File: src/rtl/pwmled_pkg.sv
`default_nettype none
// +----------------------------------------------------------------------------+
// | pwmled_pkg : register map, CTRL fields and breathe direction type          |
// | Revision   : 1.0                                                           |
// +----------------------------------------------------------------------------+
package pwmled_pkg;

  localparam int ADDR_CTRL     = 0;
  localparam int ADDR_PRESCALE = 1;
  localparam int ADDR_DUTY0    = 2;

  localparam int CTRL_EN          = 0;
  localparam int CTRL_BREATHE_LSB = 16;

  typedef enum logic {
    UP   = 1'b0,
    DOWN = 1'b1
  } dir_t;

endpackage
`default_nettype wire

File: src/rtl/pwmled_channel.sv
`default_nettype none
// +----------------------------------------------------------------------------+
// | pwmled_channel : effective duty, breathe FSM and output compare register   |
// | Revision       : 1.0                                                       |
// +----------------------------------------------------------------------------+
module pwmled_channel
  import pwmled_pkg::*;
#(
  parameter int CNT_WIDTH = 8
) (
  input  logic                 clk,
  input  logic                 rst_n,
  input  logic                 enable,
  input  logic                 wrap,
  input  logic [CNT_WIDTH-1:0] cnt,
  input  logic [CNT_WIDTH-1:0] duty,
  input  logic                 breathe,
  output logic                 pwm
);

  localparam logic [CNT_WIDTH-1:0] E_MAX       = '1;
  localparam logic [CNT_WIDTH-1:0] E_MIN       = '0;
  localparam logic [CNT_WIDTH-1:0] E_BELOW_MAX = {{(CNT_WIDTH-1){1'b1}}, 1'b0};
  localparam logic [CNT_WIDTH-1:0] E_ABOVE_MIN = {{(CNT_WIDTH-1){1'b0}}, 1'b1};

  dir_t                 dir;
  dir_t                 dir_cur;
  dir_t                 dir_next;
  logic [CNT_WIDTH-1:0] eff;
  logic [CNT_WIDTH-1:0] eff_next;
  logic                 breathe_q;

  always_ff @(posedge clk or negedge rst_n) begin
    if (!rst_n) begin
      dir       <= UP;
      eff       <= '0;
      breathe_q <= 1'b0;
      pwm       <= 1'b0;
    end else begin
      dir       <= dir_next;
      eff       <= eff_next;
      breathe_q <= breathe;
      pwm       <= enable && (cnt < eff);
    end
  end

  // On entering breathe mode the fade continues from the current duty.
  always_comb begin
    dir_cur = dir;
    if (breathe && !breathe_q) begin
      dir_cur = (eff == E_MAX) ? DOWN : UP;
    end
    dir_next = dir_cur;
    eff_next = eff;
    if (wrap) begin
      if (!breathe) begin
        eff_next = duty;
      end else if (dir_cur == UP) begin
        if (eff == E_MAX) begin
          eff_next = eff - 1'b1;
          dir_next = DOWN;
        end else begin
          eff_next = eff + 1'b1;
          if (eff == E_BELOW_MAX) dir_next = DOWN;
        end
      end else begin
        if (eff == E_MIN) begin
          eff_next = eff + 1'b1;
          dir_next = UP;
        end else begin
          eff_next = eff - 1'b1;
          if (eff == E_ABOVE_MIN) dir_next = UP;
        end
      end
    end
  end

endmodule
`default_nettype wire

File: src/rtl/pwmled_array.sv
`default_nettype none
// +----------------------------------------------------------------------------+
// | pwmled_array : Avalon-MM multi-channel LED PWM with shared period counter  |
// | Revision     : 1.0                                                         |
// +----------------------------------------------------------------------------+
module pwmled_array
  import pwmled_pkg::*;
#(
  parameter  int CHANNELS       = 4,
  parameter  int CNT_WIDTH      = 8,
  parameter  int PRESCALE_WIDTH = 16,
  localparam int ADDR_W         = $clog2(CHANNELS + 2)
) (
  input  logic                clock_100m,
  input  logic                reset_n,
  input  logic [ADDR_W-1:0]   avs_address,
  input  logic                avs_write,
  input  logic [31:0]         avs_writedata,
  input  logic                avs_read,
  output logic [31:0]         avs_readdata,
  output logic [CHANNELS-1:0] pwm_out
);

  localparam logic [ADDR_W-1:0]    A_CTRL     = ADDR_W'(ADDR_CTRL);
  localparam logic [ADDR_W-1:0]    A_PRESCALE = ADDR_W'(ADDR_PRESCALE);
  localparam logic [CNT_WIDTH-1:0] CNT_LAST   = {{(CNT_WIDTH-1){1'b1}}, 1'b0};

  logic                      enable;
  logic [CHANNELS-1:0]       breathe_mask;
  logic [PRESCALE_WIDTH-1:0] prescale;
  logic [CNT_WIDTH-1:0]      duty [CHANNELS];
  logic [31:0]               rd_word;
  logic [PRESCALE_WIDTH-1:0] pre;
  logic [CNT_WIDTH-1:0]      cnt;
  logic                      tick;
  logic                      wrap;
  logic                      unused_wdata;

  assign unused_wdata = ^avs_writedata;

  // Register bank
  always_ff @(posedge clock_100m or negedge reset_n) begin
    if (!reset_n) begin
      enable       <= 1'b0;
      breathe_mask <= '0;
      prescale     <= '0;
      for (int i = 0; i < CHANNELS; i++) begin
        duty[i] <= '0;
      end
    end else if (avs_write) begin
      if (avs_address == A_CTRL) begin
        enable       <= avs_writedata[CTRL_EN];
        breathe_mask <= avs_writedata[CTRL_BREATHE_LSB +: CHANNELS];
      end
      if (avs_address == A_PRESCALE) begin
        prescale <= avs_writedata[PRESCALE_WIDTH-1:0];
      end
      for (int i = 0; i < CHANNELS; i++) begin
        if (avs_address == ADDR_W'(ADDR_DUTY0 + i)) begin
          duty[i] <= avs_writedata[CNT_WIDTH-1:0];
        end
      end
    end
  end

  always_comb begin
    rd_word = '0;
    if (avs_address == A_CTRL) begin
      rd_word[CTRL_EN]                       = enable;
      rd_word[CTRL_BREATHE_LSB +: CHANNELS] = breathe_mask;
    end
    if (avs_address == A_PRESCALE) begin
      rd_word[PRESCALE_WIDTH-1:0] = prescale;
    end
    for (int i = 0; i < CHANNELS; i++) begin
      if (avs_address == ADDR_W'(ADDR_DUTY0 + i)) begin
        rd_word[CNT_WIDTH-1:0] = duty[i];
      end
    end
  end

  always_ff @(posedge clock_100m or negedge reset_n) begin
    if (!reset_n) begin
      avs_readdata <= '0;
    end else if (avs_read) begin
      avs_readdata <= rd_word;
    end
  end

  // ">=" lets a shrunken prescale value wrap the prescaler immediately.
  assign tick = enable && (pre >= prescale);
  assign wrap = tick && (cnt == CNT_LAST);

  always_ff @(posedge clock_100m or negedge reset_n) begin
    if (!reset_n) begin
      pre <= '0;
      cnt <= '0;
    end else if (!enable) begin
      pre <= '0;
      cnt <= '0;
    end else if (tick) begin
      pre <= '0;
      cnt <= (cnt == CNT_LAST) ? '0 : cnt + 1'b1;
    end else begin
      pre <= pre + 1'b1;
    end
  end

  for (genvar g = 0; g < CHANNELS; g++) begin : g_ch
    pwmled_channel #(
      .CNT_WIDTH (CNT_WIDTH)
    ) u_channel (
      .clk     (clock_100m),
      .rst_n   (reset_n),
      .enable  (enable),
      .wrap    (wrap),
      .cnt     (cnt),
      .duty    (duty[g]),
      .breathe (breathe_mask[g]),
      .pwm     (pwm_out[g])
    );
  end

endmodule
`default_nettype wire

File: config.mk
export PLATFORM = sky130hd
export DESIGN_NAME = pwmled_array
export DESIGN_NICKNAME = d
export VERILOG_FILES = /design/src/rtl/pwmled_pkg.sv /design/src/rtl/pwmled_channel.sv /design/src/rtl/pwmled_array.sv
export SDC_FILE = /design/constraint.sdc
export NUM_CORES = 1
export LEC_CHECK = 0
export CAP_MARGIN = 20
export CORE_MARGIN = 2
export CORE_UTILIZATION = 55
export CTS_CLUSTER_SIZE = 8
export DETAILED_ROUTE_END_ITERATION = 8
export GPL_TIMING_DRIVEN = 0
export PLACE_DENSITY = 0.76
export SYNTH_ARGS = -nofsm -noshare
export SYNTH_HDL_FRONTEND = slang
export SYNTH_SLANG_ARGS = --single-unit
File: constraint.sdc
create_clock -name clock_100m -period 7.05 [get_ports clock_100m]
set_clock_uncertainty 0.2 [all_clocks]
set_input_delay 1.41 -clock clock_100m [delete_from_list [all_inputs] [get_ports clock_100m]]
set_output_delay 1.41 -clock clock_100m [all_outputs]
set_load 0.05 [all_outputs]
==> key figures, run 1 <==
Status
  – Status: completed

Global route
  – Global routing usage on met1: 39.1%
  – Vias in the first global route: 7532
  – Met2 Use GR: 48.8%
  – Largest net degree at the start of global routing: 95
  – Total GRT Usage: 29.6%
  – GR Layer Usage met3: 5.13%
  – First-pass GRT wire length: 40.5 mm
  – Initial antenna violation count: 0
  – Grt ovf: 0
  – GRT busiest layer: met2

Detailed routing
  – Post-route ant nets: 0
  – Routed WL per cell: 19.6 um
  – Vias per inst: 6.16
  – Initial DRT Pass Iterations: 6
  – DRC viols: 0
  – Number of vias in the routed layout: 7827
  – DRT Wirelength: 24.9 mm
  – Detailed Route Iter0 Violations: 618

Final layout
  – # diodes: 0
  – Leading cell types in the layout, fill and taps excluded: 141 x dfrtp_1, 97 x nand2_1, 80 x o21ai_0
  – Share of cells above drive strength 1: 12.4%
  – Most common cell after layout, fill and taps aside: dfrtp_1
  – Final layout net count: 1147
  – Non-filler cells, final: 1270
  – Area delta synth->final: 15.5%

Critical path
  – Reg-to-reg startpoint: cnt[0]
  – CP arrival: 3.42 ns
  – Critical Path Fanout Max: 10
  – Reg2reg path depth: 9
  – Critical Path RT: 7.16 ns
  – Crit end category: flip-flop
  – Startpoint class of the critical path: input pin
  – R2r endpoint: g_ch[0].u_channel.eff[1]
  – R2r setup slk: 3.79 ns
  – CP Class: in2reg

Synth
  – Number of register bits inferred by synthesis: 141
  – Synth top area share: 39.4%
  – Post-synthesis simple-gate area fraction: 16.0%
  – Mapped Cells: 961
  – Largest family of logic cells by synthesized area: compound AO/OA/AOI/OAI gates
  – Async S/R FF share, synth: 100%
  – Yosys cell types: 79
  – Synth Flop Type: dfrtp_1
  – Number of synthesized flops with an enable pin: 0
  – Post-synthesis xor/xnor area fraction: 2.25%
  – Ranking of synthesized cells by area: dfrtp_1 39%, ha_1 9.4%, o21ai_0 4.5%
  – Mapped cell area: 8950 um^2
  – Adder-cell share of the synthesized area: 9.36%
  – Mux contribution to synthesized area: 6.33%
  – Synth Area in Compound Gates: 19.2%
  – Post-synthesis sequential area ratio: 39.4%
  – Yosys top cell by area: dfrtp_1
  – Mean Syn Cell Area: 9.32 um^2
  – Synth warn: 0

Clocking
  – CTS Sinks: 141
  – Clock slew at reported path FFs: 0.06 ns
  – Clk_lat worst skew: 0.43 ns
  – CTS Hold Bufs: 0
  – CTS max path bufs: 2
  – Clk root buf: clkbuf_16
  – Cts repair resizes: 0
  – CTS tree: done
  – Postcts setup bufs: 0
  – H-tree levels: 4
  – TritonCTS buffer count: 17

Floorplanning
  – Initial core utilization: 56.4%
  – Std cell rows: 46
  – Io pins: 75
  – Core area: 15900 um^2
  – Die height: 132 um
  – Chip Width: 132 um
  – Die ar.: 17300 um^2

STA
  – Worst slew margin: 29.2%
  – Max Clock Freq: 302 MHz
  – RSZ-0062 raised after global routing: no
  – Final worst path period need: 3.31 ns
  – Endpoints failing hold: 0
  – Tcrit/Tclk final: 46.9%
  – Final setup vio count: 0
  – Worst Tran Pin Value: 1.06 ns
  – Slew Limit Fails: 0

Min path
  – Hold WC Path Type: reg2reg
  – Worst Hold Depth: 0
  – HP Start: breathe_mask[1]
  – Hold Path End: g_ch[1].u_channel.breathe_q

Flow run
  – Max Cap Viol: 0

Placed design
  – Placed cells: 1238
  – Post-DP HPWL: 18.0 mm
  – Port Buf Inserts: 49
  – GP Congestion: 0.994

Pwr
  – Maximum vdd drop: 204 uV
  – Final Power: 2.24 mW
  – Leak: 4.40 nW
  – Total power divided by cell area: 217 nW/um^2
kinds of logic after synthesis:
kind of cell    after synthesis
mux                          51
simple gates                286
other cells                   1
buf+inv                     137
fa+ha+maj                    67
compound gates              255
xor+xnor                     23
flops                       141
worst max-delay path, cell delays in order:
cell and delay, ns:
clkdlybuf4s50_1 0.44, clkbuf_1 0.25, nor3_2 0.89, mux2_2 0.43
how the worst max path moves through the flow:
stage                              start                       end  slack (ns)  cells after the start
final                     avs_address[1]           breathe_mask[3]        3.74                      4
after global routing              cnt[0]  g_ch[1].u_channel.eff[1]        3.62                     10
after CTS                 avs_address[1]           breathe_mask[3]        3.79                      4
after detailed placement  avs_address[1]                    enable        3.36                      4
after global placement           reset_n                   pre[12]       -1.44                      1
after floorplan           avs_address[0]                  duty[24]        4.07                      6
cells in the mapped netlist, drive strengths merged (9+ instances only):
cell,number
dfrtp,141
nand2,97
o21ai,80
inv,71
ha,67
nor2,54
a21oi,38
buf,36
mux2,35
clkbuf,30
nand3,30
nand4,18
nor3,16
o22ai,16
mux2i,15
xnor2,13
a2bb2oi,11
a31oi,11
nor4,11
a21boi,10
xor2,10
a21o,9
and3,9
o211ai,9
sequential cells by signal, indices dropped and copies added, names as in the netlist, 8 cells and up:
| name | cells |
|---|---|
| avs_readdata | 20 |
| cnt | 8 |
| duty | 32 |
| prescale | 16 |
| g_ch.u_channel.eff | 32 |
| pre | 16 |
per-layer routing:
| layer | routed length, um | vias to the layer above | part of all wire, % |
|---|---|---|---|
| li1 | - | 3622 | - |
| met1 | 10600 | 3825 | 42 |
| met2 | 12000 | 314 | 48 |
| met3 | 1470 | 66 | 5.9 |
| met4 | 805 | 0 | 3.2 |
| met5 | 0 | - | 0 |
report_power, final:
group / switching [mW] / leakage [nW] / internal (mW)
Combinational: 0.257 / 2.30 / 0.159
Sequential: 0.0776 / 1.84 / 0.894
Clock: 0.394 / 0.265 / 0.460
through the flow:
stage	TNS [ns]	hold slack [ns]	area, um^2	util (%)	setup WS (ns)
3_3_place_gp	-200.58	0.151	9760	61.4	-1.44
2_1_floorplan	0	0.149	9000	-	4.07
4_1_cts	0	0.170	10300	65.1	3.79
6_report	0	0.171	10300	65.1	3.74
5_1_grt	0	0.190	10300	65.1	3.62
3_5_place_dp	0	0.155	9790	61.6	3.36
area by class of cell:
| class | count | area, um^2 |
|---|---|---|
| multi-input combinational | 694 | 4810 |
| inverter | 71 | 267 |
| fill | 1325 | 5540 |
| sequential | 141 | 3530 |
| buffer | 66 | 395 |
| timing repair buffer | 50 | 519 |
| clock buffer | 17 | 425 |
| tap | 216 | 270 |
| clock inverter | 15 | 129 |
(Power assumes the default switching activity.)
==> inputs of run 2 (changes only) <==
- clock period: 7.05 -> 3.4 ns (I/O delays scaled with it)
==> run 2 against run 1 <==
Clock power increased by 110%. Final area barely moved. Wire length is essentially flat. Via count down 0.34%. Power is 110% higher. Register-to-register slack got worse by 3.5 ns. Largest power group unchanged. Worst hold slack got worse by 0.17 ns. Die area is the same. Sequential power grew 110%. Sequential share of layout area hardly changed. First-iteration DRC count up 1.1%. Worst setup slack got worse by 3.5 ns.
==> key figures, run 2 (synthesized netlist as in run 1, its figures left out) <==
Final layout
  – # diodes: 0
  – Multi-input logic area: 4810 um^2
  – Final layout net count: 1147
  – Share of cells above drive strength 1: 12.5%
  – Area delta synth->final: 15.5%
  – Fillers: 1324
  – Leading cell types in the layout, fill and taps excluded: 141 x dfrtp_1, 97 x nand2_1, 80 x o21ai_0
  – Final core occ: 65.1%
  – Registers with the most flip-flops: duty: 32 flops, g_ch.u_channel.eff: 32 flops, avs_readdata: 20 flops
  – Sequential Area: 3530 um^2
  – Most common cell after layout, fill and taps aside: dfrtp_1

Min path
  – Hold WC Path Type: in2async

Global route
  – GRT busiest layer: met2
  – Global routing usage on met1: 39.1%
  – Vias in the first global route: 7532
  – Largest net degree at the start of global routing: 95
  – First-pass GRT wire length: 40.5 mm
  – Total GRT Usage: 29.6%
  – Met2 Use GR: 48.8%
  – Initial antenna violation count: 0
  – Grt ovf: 0
  – GR Layer Usage met3: 5.13%

Critical path
  – Reg-to-reg startpoint: cnt[0]
  – Reg2reg path depth: 10
  – Crit path buffers/inverters: 3
  – CP arrival: 3.22 ns
  – Critical path's largest stage delay: 0.49 ns
  – Crit end category: flip-flop
  – CP endpoint: g_ch[2].u_channel.eff[1]
  – Crit. path cell count: 10
  – Critical Path RT: 3.48 ns
  – Slowest cell on the critical path: a21oi_1
  – R2r setup slk: 0.26 ns
  – CP Class: reg2reg
  – Critical Path Fanout Max: 10
  – Startpoint class of the critical path: flip-flop
  – R2r endpoint: g_ch[2].u_channel.eff[1]
  – Crit path max-delay family: compound AO/OA/AOI/OAI gates
  – Worst path cell trace: clkbuf_1 > inv_1 > ha_1 > nand4_1 > nor2_1 > a22o_1 > a21oi_1 > buf_2 > a211o_1 > o21ai_0
  – CP Launch Point: cnt[0]

STA
  – Slew Limit Fails: 0
  – Worst Tran Pin Value: 1.06 ns
  – Endpoints failing hold: 0
  – RSZ-0062 raised after global routing: no
  – Final worst path period need: 3.14 ns
  – Final setup vio count: 0
  – Worst slew margin: 29.0%
  – Max Clock Freq: 318 MHz
  – Tcrit/Tclk final: 92.4%
  – Setup WS post-layout: 0.259 ns

Detailed routing
  – Detailed Route Iter0 Violations: 625
  – Initial DRT Pass Iterations: 5
  – DRC viols: 0
  – Number of vias in the routed layout: 7800
  – Vias per inst: 6.14
  – Post-route ant nets: 0
  – Routed WL per cell: 19.6 um
  – DRT Wirelength: 24.9 mm

Clocking
  – Clock slew at reported path FFs: 0.06 ns
  – Clk_lat worst skew: 0.43 ns
  – Clk root buf: clkbuf_16
  – Postcts setup bufs: 0
  – CTS Hold Bufs: 0
  – H-tree levels: 4
  – CTS tree: done
  – CTS Sinks: 141
  – TritonCTS buffer count: 17
  – CTS max path bufs: 2

Floorplanning
  – Std cell rows: 46
  – Die height: 132 um
  – Initial core utilization: 56.4%
  – Die ar.: 17300 um^2
  – Io pins: 75
  – Chip Width: 132 um
  – Core area: 15900 um^2

Placed design
  – Worst slack, placed: 0.258 ns
  – Post-DP HPWL: 18.0 mm
  – GP Congestion: 0.994
  – Port Buf Inserts: 49

Flow run
  – Max Cap Viol: 0

Status
  – Status: completed

Pwr
  – Leak: 4.40 nW
  – Total power divided by cell area: 449 nW/um^2
  – Final Power: 4.65 mW
  – Maximum vdd drop: 424 uV
[run 2: cell counts in the layout (fill, tap and decap cells not counted)]
No cell type changed its count.
[run 2: power by group]
group	internal [mW]	switching (mW)	total, mW
registers	1.85	0.161	2.01
clock network	0.954	0.818	1.77
logic	0.330	0.532	0.863
total	3.14	1.51	4.65
[run 2: repair_timing]
action,in CTS,in global routing
endpoints found under the setup margin,0,3
gates resized for setup,0,2
hold endpoints to repair,0,0
[run 2: worst min-delay path by stage]
stage | start | endpoint | slack (ns) | cells after the start
2_1_floorplan | breathe_mask[1] | g_ch[1].u_channel.breathe_q | 0.15 | 0
3_3_place_gp | breathe_mask[1] | g_ch[1].u_channel.breathe_q | 0.15 | 0
3_5_place_dp | breathe_mask[1] | g_ch[1].u_channel.breathe_q | 0.16 | 0
4_1_cts | reset_n | g_ch[3].u_channel.pwm | 0.01 | 1
5_1_grt | reset_n | g_ch[3].u_channel.pwm | 0.04 | 1
6_report | reset_n | g_ch[3].u_channel.dir | 0.0007 | 1
[run 2: worst reg2reg max path: cells and delay by family (launching register included)]
kind            cells  cell delay, ns
compound gates      4            0.98
fa+ha+maj           1            0.25
buf+inv             3            0.97
flops               1            0.35
simple gates        2            0.25
[run 2: final cells by class]
type,instances,share of cell area (%)
multi-input combinational,694,46.5
clock buffer,17,4.11
buffer,66,3.83
clock inverter,15,1.25
tap,216,2.61
timing repair buffer,50,5.02
inverter,71,2.58
sequential,141,34.1
[run 2: layer usage]
metal | up-vias | part of all wire [%] | wire length [um]
met5 | - | 0 | 0
met1 | 3809 | 43 | 10700
met4 | 0 | 3.3 | 809
met2 | 306 | 48 | 12000
met3 | 62 | 5.6 | 1380
li1 | 3623 | - | -
[run 2: per-stage QoR]
step,TNS (ns),area (um^2),instances,hold slack (ns)
6_report,0,10300,1270,0.000706
3_3_place_gp,-612.51,9760,1237,0.151
2_1_floorplan,0,9000,972,0.149
5_1_grt,0,10300,1270,0.0410
3_5_place_dp,0,9790,1238,0.155
4_1_cts,0,10300,1270,0.0128
==> inputs of run 3 (changes only) <==
==> constraint.sdc (replaced) <==
create_clock -name clock_100m -period 3.4 [get_ports clock_100m]
set_clock_uncertainty 0.2 [all_clocks]
set_input_delay 0.85 -clock clock_100m [delete_from_list [all_inputs] [get_ports clock_100m]]
set_output_delay 0.85 -clock clock_100m [all_outputs]
set_load 0.05 [all_outputs]
==> results of run 3 <==
Same layout as run 2 (identical final DEF). Status: completed.
Main changes from that run: hold slack 0.000706 ns -> 0.171 ns
